File: src/rtl/register_file_sb.sv
// rtl/register_file_sb.sv - 2R/1W register file with write bypass, zero register and pending-write scoreboard
module register_file_sb #(
  parameter int DATA_W   = 16,
  parameter int ADDR_W   = 4,
  parameter int ZERO_REG = 1,
  parameter int BYPASS   = 1
) (
  input  logic                      clk,
  input  logic                      reset,
  input  logic [ADDR_W-1:0]         RegRead1,
  input  logic [ADDR_W-1:0]         RegRead2,
  output logic [DATA_W-1:0]         ReadData1,
  output logic [DATA_W-1:0]         ReadData2,
  output logic                      Busy1,
  output logic                      Busy2,
  input  logic                      RegWrite,
  input  logic [ADDR_W-1:0]         WriteReg,
  input  logic [DATA_W-1:0]         WriteData,
  input  logic                      IssueValid,
  input  logic [ADDR_W-1:0]         IssueReg,
  output logic                      IssueReady,
  input  logic                      Flush,
  output logic [(2**ADDR_W)-1:0]    PendingMask
);

  localparam int DEPTH     = 2**ADDR_W;
  localparam bit ZERO_EN   = (ZERO_REG != 0);
  localparam bit BYPASS_EN = (BYPASS != 0);

  // Register storage and scoreboard state
  logic [DATA_W-1:0] r_regs [DEPTH];
  logic [DEPTH-1:0]  r_pend;

  // Decoded control
  logic              w_wr_en;
  logic              w_hit1;
  logic              w_hit2;
  logic              w_zero1;
  logic              w_zero2;
  logic              w_issue_ready;
  logic              w_issue_take;
  logic [DEPTH-1:0]  w_pend_nxt;
  logic [DATA_W-1:0] w_rd1;
  logic [DATA_W-1:0] w_rd2;
  logic              w_busy1;
  logic              w_busy2;

  // A write to the hardwired zero register is dropped entirely
  assign w_wr_en = RegWrite && !(ZERO_EN && (WriteReg == '0));

  // Same-cycle write matches on each read port (only meaningful when bypass is enabled)
  assign w_hit1  = BYPASS_EN && RegWrite && (WriteReg == RegRead1);
  assign w_hit2  = BYPASS_EN && RegWrite && (WriteReg == RegRead2);
  assign w_zero1 = ZERO_EN && (RegRead1 == '0);
  assign w_zero2 = ZERO_EN && (RegRead2 == '0);

  // A destination can be reserved if it is free, is being freed by the retiring write,
  // or is the zero register; nothing can be reserved while a flush is in progress
  assign w_issue_ready = !Flush &&
                         (!r_pend[IssueReg] ||
                          (RegWrite && (WriteReg == IssueReg)) ||
                          (ZERO_EN && (IssueReg == '0)));

  // Reserving the zero register is accepted but leaves no trace in the scoreboard
  assign w_issue_take  = IssueValid && w_issue_ready && !(ZERO_EN && (IssueReg == '0));

  // Read port 1: zero register beats bypass, bypass beats stored value
  always_comb begin
    w_rd1 = r_regs[RegRead1];
    if (w_hit1)  w_rd1 = WriteData;
    if (w_zero1) w_rd1 = '0;
  end

  // Read port 2: same override order as port 1
  always_comb begin
    w_rd2 = r_regs[RegRead2];
    if (w_hit2)  w_rd2 = WriteData;
    if (w_zero2) w_rd2 = '0;
  end

  // Busy: pending bit, masked by a retiring forwarded write or the zero register
  always_comb begin
    w_busy1 = r_pend[RegRead1];
    w_busy2 = r_pend[RegRead2];
    if (w_hit1 || w_zero1) w_busy1 = 1'b0;
    if (w_hit2 || w_zero2) w_busy2 = 1'b0;
  end

  // Next scoreboard: write clears, then an accepted issue sets (issue wins), flush clears all
  always_comb begin
    w_pend_nxt = r_pend;
    if (w_wr_en)      w_pend_nxt[WriteReg] = 1'b0;
    if (w_issue_take) w_pend_nxt[IssueReg] = 1'b1;
    if (Flush)        w_pend_nxt = '0;
  end

  // Register data update; flush does not touch data
  always_ff @(posedge clk or negedge reset) begin
    if (!reset) begin
      for (int i = 0; i < DEPTH; i++) begin
        r_regs[i] <= '0;
      end
    end else if (w_wr_en) begin
      r_regs[WriteReg] <= WriteData;
    end
  end

  // Scoreboard update
  always_ff @(posedge clk or negedge reset) begin
    if (!reset) begin
      r_pend <= '0;
    end else begin
      r_pend <= w_pend_nxt;
    end
  end

  assign ReadData1   = w_rd1;
  assign ReadData2   = w_rd2;
  assign Busy1       = w_busy1;
  assign Busy2       = w_busy2;
  assign IssueReady  = w_issue_ready;
  assign PendingMask = r_pend;

endmodule

File: config.mk
export PLATFORM = sky130hd
export DESIGN_NAME = register_file_sb
export DESIGN_NICKNAME = d
export VERILOG_FILES = /design/src/rtl/register_file_sb.sv
export SDC_FILE = /design/constraint.sdc
export NUM_CORES = 1
export LEC_CHECK = 0
export CAP_MARGIN = 20
export CORE_MARGIN = 3
export CORE_UTILIZATION = 50
export CTS_BUF_LIST = sky130_fd_sc_hd__clkbuf_4 sky130_fd_sc_hd__clkbuf_8
export DETAILED_ROUTE_END_ITERATION = 10
export PLACE_DENSITY = 0.65
export SLEW_MARGIN = 20
export SYNTH_ARGS = -nofsm -noshare
export SYNTH_HDL_FRONTEND = slang
export SYNTH_SLANG_ARGS = --single-unit
File: constraint.sdc
create_clock -name clk -period 3.5 [get_ports clk]
set_input_delay 0.525 -clock clk [delete_from_list [all_inputs] [get_ports clk]]
set_output_delay 0.525 -clock clk [all_outputs]
set_load 0.01 [all_outputs]
# Word-level counts from Yosys, hierarchy flattened
# Index checks and enable logic that the tools add are counted.
# Widths: inputs -> output; s select.
# totals
regBits	272
inputBits	37
output_inout_bits	51
word_cells	86
# op_classes
magnitude_cmp	10
eq_ne	3
mux	28
n_bitwise	6
n_reduce_logical	22
# ops
cell	n
$bwmux 256	1
$mux 16	12
$bmux 16 s4	2
$demux 16 s4	1
$lt 4x5->1 const B	4
$and 16x16->16	1
$logic_not 4->1	4
$not 16->16	1
$or 16x16->16	1
$ge 5x5->1 const B	3
$not 4->5	3
$bmux 1 s4	3
$eq 4x4->1	3
$logic_and 1x1->1	10
$demux 1 s4	2
$ge 4x1->1 const B	2
$mux 1	7
$lt 5x1->1 const B	1
$logic_not 1->1	4
$logic_or 1x1->1	4

# Depth between registers and ports, before layout
# depth
word_depth	10
mapped_depth	7
mapped_depth_nobuf	5

# Least setup slack after synthesis
# Ideal clock, no wire load.
# synth_timing
path_type	input -> output
startpoint	in RegRead1[0]
endpoint	out ReadData1[10]
arrival_ps	2089
slack_ps	886
cell_stages	7
path_buffers	3
cell_sequence	buf_2 > buf_6 > buf_2 > mux4_2 > a22oi_1 > nand2_1 > a22o_1
# synth_between
elab_chain_len	6
word_cells_on_any_way	9
cone_classes	1 x eq/ne; 5 x mux; 1 x bitwise; 2 x reduce/logical
# synth_lines
item	line	text
start: declaration	10	input logic [ADDR_W-1:0] RegRead1,
$not 4->5 (implied by the code)	69	w_rd1 = r_regs[RegRead1];
$bmux 16 s4	69	
$mux 16 (implied by the code) (2 in a row)	69	
$mux 16	70	if (w_hit1) w_rd1 = WriteData;
$mux 16 *	71	if (w_zero1) w_rd1 = '0;
end: declaration	12	output logic [DATA_W-1:0] ReadData1,
# Mark *: on every way between the ends. The rest lies on a longest branch, timed or not. The select of a mux whose other input is x is not followed.

# Worst setup path in the final report
# layout_timing
startpoint	in IssueReg[2]
endpoint	out IssueReady
# layout_between
elab_chain_len	6
word_cells_on_any_way	9
cone_classes	1 x eq/ne; 2 x mux; 6 x reduce/logical
# layout_lines
item	line	text
start: declaration	20	input logic [ADDR_W-1:0] IssueReg,
$bmux 1 s4	60	(!r_pend[IssueReg] ||
$mux 1 (implied by the code)	60	
$logic_not 1->1	60	
$logic_or 1x1->1	60	
$logic_or 1x1->1 *	61	(RegWrite && (WriteReg == IssueReg)) ||
$logic_and 1x1->1 *	59	assign w_issue_ready = !Flush &&
end: declaration	21	output logic IssueReady,
# Marked as above.

==> impl_metrics.tcl <==
set metrics [dict create \
    drt-initial-drc-count 773 \
    die_w_um 178.1 \
    num_vias 9877 \
    cts-htree-levels 2 \
    die_area_sq_mm 0.03173 \
    drtPass1Iterations 5 \
    viasPerCell 6.464 \
    min_period_ns 3.339 \
    global_route_wire_length_before_repair_um 63860 \
    hold_path.class "reg -> reg" \
    syn_avg_cell_area_sq_um 14.52 \
    cts.repair_timing.setup_buffer_count 0 \
    async_sr_flop_fraction 1.000 \
    worst_path_most_repeated_cell "sky130_fd_sc_hd__clkdlybuf4s50_1" \
    crit_required_ns 2.97 \
    cts_root_buf "sky130_fd_sc_hd__clkbuf_8" \
    drt-wirelength-per-cell_um 27.32 \
    rows 62 \
    worst_setup_path_startpoint "IssueReg[2]" \
    vias_in_the_first_global_route 10320 \
    critical_path.endpoint_type "primary output" \
    result_of_the_run "completed" \
    final.setup.worst_slack_ns 0.1610 \
    yosys-top-cells-area "sky130_fd_sc_hd__dfrtp_1 46%, sky130_fd_sc_hd__mux4_2 21%, sky130_fd_sc_hd__mux2_2 18%" \
    stdcell_area_sq_mm 0.01747 \
    timing.fmax_ghz 0.2995 \
    post_synth_num_cell_types 39 \
    critPathTopFamily "buffers and inverters" \
    wl_um 41750 \
    share_of_the_clock_period_used_by_the_worst_path 0.9540 \
    initial_utilization 0.5119 \
    antenna_violations_before_repair 0 \
    die-height_um 178.1 \
    timing_worst_slew_pin_value_ns 0.7549 \
    num_antenna_cells 0 \
    setup_violations 0 \
    post_dp_cell_area_sq_mm 0.01641 \
    antenna_violating_nets_post_route 0 \
    insertion_delay_ns 0.56 \
    synth_enable_flop_cells 0 \
    clk_pin_slew_ns 0.06 \
    final-max-slew-violation-count 0 \
    synth.yosys.seq_area_share 0.4595 \
    placeable_core_region_sq_mm 0.02894 \
    slew-limit-headroom 0.4955 \
    groute.usage.overall 0.2709 \
    critical_path.n_buffers_inverters 3 \
    hold_slack_ns 0.3942 \
    grt_start_max_net_pins 82 \
    critical_path.max_fanout 7 \
    synth_flop_cell "sky130_fd_sc_hd__dfrtp_1" \
    worstHoldStart "r_regs[255]" \
    power_density_mw_per_mm2 554.6 \
    cp_cell_sequence "clkdlybuf4s50_1 -> buf_4 -> mux4_2 -> mux2i_1 -> a221oi_1 -> a21oi_1 -> clkdlybuf4s50_1" \
    final_hold_viol_count 0 \
    cts.path.max_buffers 3 \
    standby_leakage_power_nw 7.262 \
    path_class "in -> out" \
    dp.final_hpwl_um 25340 \
    postSynthNetCount 1057 \
    yosysWarnings 0 \
    netlist_instances 1020 \
    io_buffer_count 87 \
    finish.net_count 1145 \
    routabilityCongestion 0.8338 \
    startpoint_type "input pin" \
    finalClockSkew_ns 0.004186 \
    number_of_buffers_added_by_the_clock_tree_synthesis_step 48 \
    numClockSinks 272 \
    cp_data_arrival_time_ns 2.81 \
    detailedPlace.worstSlack_ns 0.1662 \
    synth_top_area_share 0.4595 \
    syn2layout_area_growth_pct 17.92 \
    critPathSlowestCell "sky130_fd_sc_hd__clkdlybuf4s50_1" \
    cts_tree "built" \
    grt_overflow_total 0 \
    drive_gt1_frac 0.4869 \
    power.ir.vdd_worst_mv 0.3234 \
    synth_area_leader_cell "sky130_fd_sc_hd__dfrtp_1" \
    io-pin-count 88 \
    ys_ff_latch 272 \
    rr_startpoint "PendingMask[15]" \
    drc 0 \
    maxCapViolations 0 \
    syn_area_sq_mm 0.01481 \
    rsz0062_at_grt "no" \
    max_stage_delay_ns 0.65 \
    finalSetupTns_ns 0 \
]
==> power breakdown <==
part | internal [mW] | total [mW] | switching, mW
clock network | 1.81 | 3.14 | 1.33
registers | 3.80 | 4.26 | 0.456
logic | 1.45 | 2.29 | 0.843
total | 7.06 | 9.69 | 2.63
==> cell usage after synthesis (all sizes together), types with 9 or more instances <==
library cell    n
a22o           32
a22oi          64
buf            58
clkbuf         60
dfrtp         272
inv            12
mux2          241
mux4          140
nand2          40
nor2           13
nor2b          11
o32ai          10
xnor2           9
==> logic make-up after synthesis <==
| logic type | share of synthesized area |
|---|---|
| simple gates | 0.03201 |
| compound gates | 0.06724 |
| buf+inv | 0.03852 |
| flops | 0.4595 |
| mux | 0.3974 |
| xor+xnor | 0.005322 |
==> per-layer routing <==
metal  global-route usage  routed length (um)
met1               0.3755               17420
met2               0.4237               19730
met3              0.06492                3188
met4              0.09130                1413
met5                    0                   0
==> per-stage QoR <==
stage,instances,util,power (mW)
after floorplan,1020,-,5.789
after global routing,1528,0.6037,10.15
final,1528,0.6037,9.687
after CTS,1528,0.6036,9.760
after global placement,1441,0.5671,6.515
after detailed placement,1441,0.5673,6.596
==> worst register-to-register path: stages, from the launching register on <==
cell                        delay (ns)
sky130_fd_sc_hd__dfrtp_1          0.42
sky130_fd_sc_hd__mux4_2           0.47
sky130_fd_sc_hd__mux2i_1          0.26
sky130_fd_sc_hd__buf_4            0.17
sky130_fd_sc_hd__o2111ai_1        0.24
sky130_fd_sc_hd__o32ai_1          0.30
==> state kept, by name, indices dropped and copies added (netlist names) <==
name / cells
PendingMask: 16
r_regs: 256
==> timing repair <==
action,CTS,global route
endpoints found under the setup margin,0,1
hold buffers,1,0
resized for setup,0,1
endpoints found under the hold margin,76,0
==> worst paths after layout <==
kind                                         to  cells past startpoint  slack, ns
worst min register to register      r_regs[255]                      0       0.39
min in group asynchronous           r_regs[176]                      2       0.54
max in group asynchronous           r_regs[215]                      3       1.93
worst min-delay path                r_regs[255]                      0       0.39
worst max register to register  PendingMask[10]                      5       1.53
worst max-delay path                 IssueReady                      7       0.16
==> placed cells by master (no fill, tap or decap), types with 5 or more instances in the layout <==
| master | netlist | final |
|---|---|---|
| sky130_fd_sc_hd__clkbuf_8 | 0 | 65 |
| sky130_fd_sc_hd__nand2_1 | 40 | 40 |
| sky130_fd_sc_hd__xnor2_1 | 9 | 9 |
| sky130_fd_sc_hd__mux2_2 | 236 | 236 |
| sky130_fd_sc_hd__nor2b_2 | 0 | 7 |
| sky130_fd_sc_hd__mux2_1 | 5 | 5 |
| sky130_fd_sc_hd__clkdlybuf4s50_1 | 0 | 81 |
| sky130_fd_sc_hd__inv_1 | 12 | 12 |
| sky130_fd_sc_hd__nand3b_1 | 6 | 6 |
| sky130_fd_sc_hd__a22o_1 | 32 | 32 |
| sky130_fd_sc_hd__a22oi_1 | 64 | 64 |
| sky130_fd_sc_hd__buf_4 | 2 | 55 |
| sky130_fd_sc_hd__clkinv_2 | 0 | 5 |
| sky130_fd_sc_hd__clkbuf_4 | 0 | 15 |
| sky130_fd_sc_hd__mux4_2 | 140 | 140 |
| sky130_fd_sc_hd__buf_12 | 0 | 17 |
| sky130_fd_sc_hd__nand2b_1 | 7 | 7 |
| sky130_fd_sc_hd__o32ai_1 | 10 | 10 |
| sky130_fd_sc_hd__nor2_2 | 0 | 10 |
| sky130_fd_sc_hd__dfrtp_1 | 272 | 272 |
| sky130_fd_sc_hd__o21ai_0 | 6 | 6 |
==> final cells by class <==
type | count | area (sq um)
fill | 2284 | 11470
multi-input combinational | 618 | 7493
sequential | 272 | 6807
timing repair buffer | 156 | 1602
clock buffer | 80 | 1007
tap | 384 | 480.5
inverter | 12 | 45.04
clock inverter | 6 | 33.78
(Power assumes the default switching activity.)
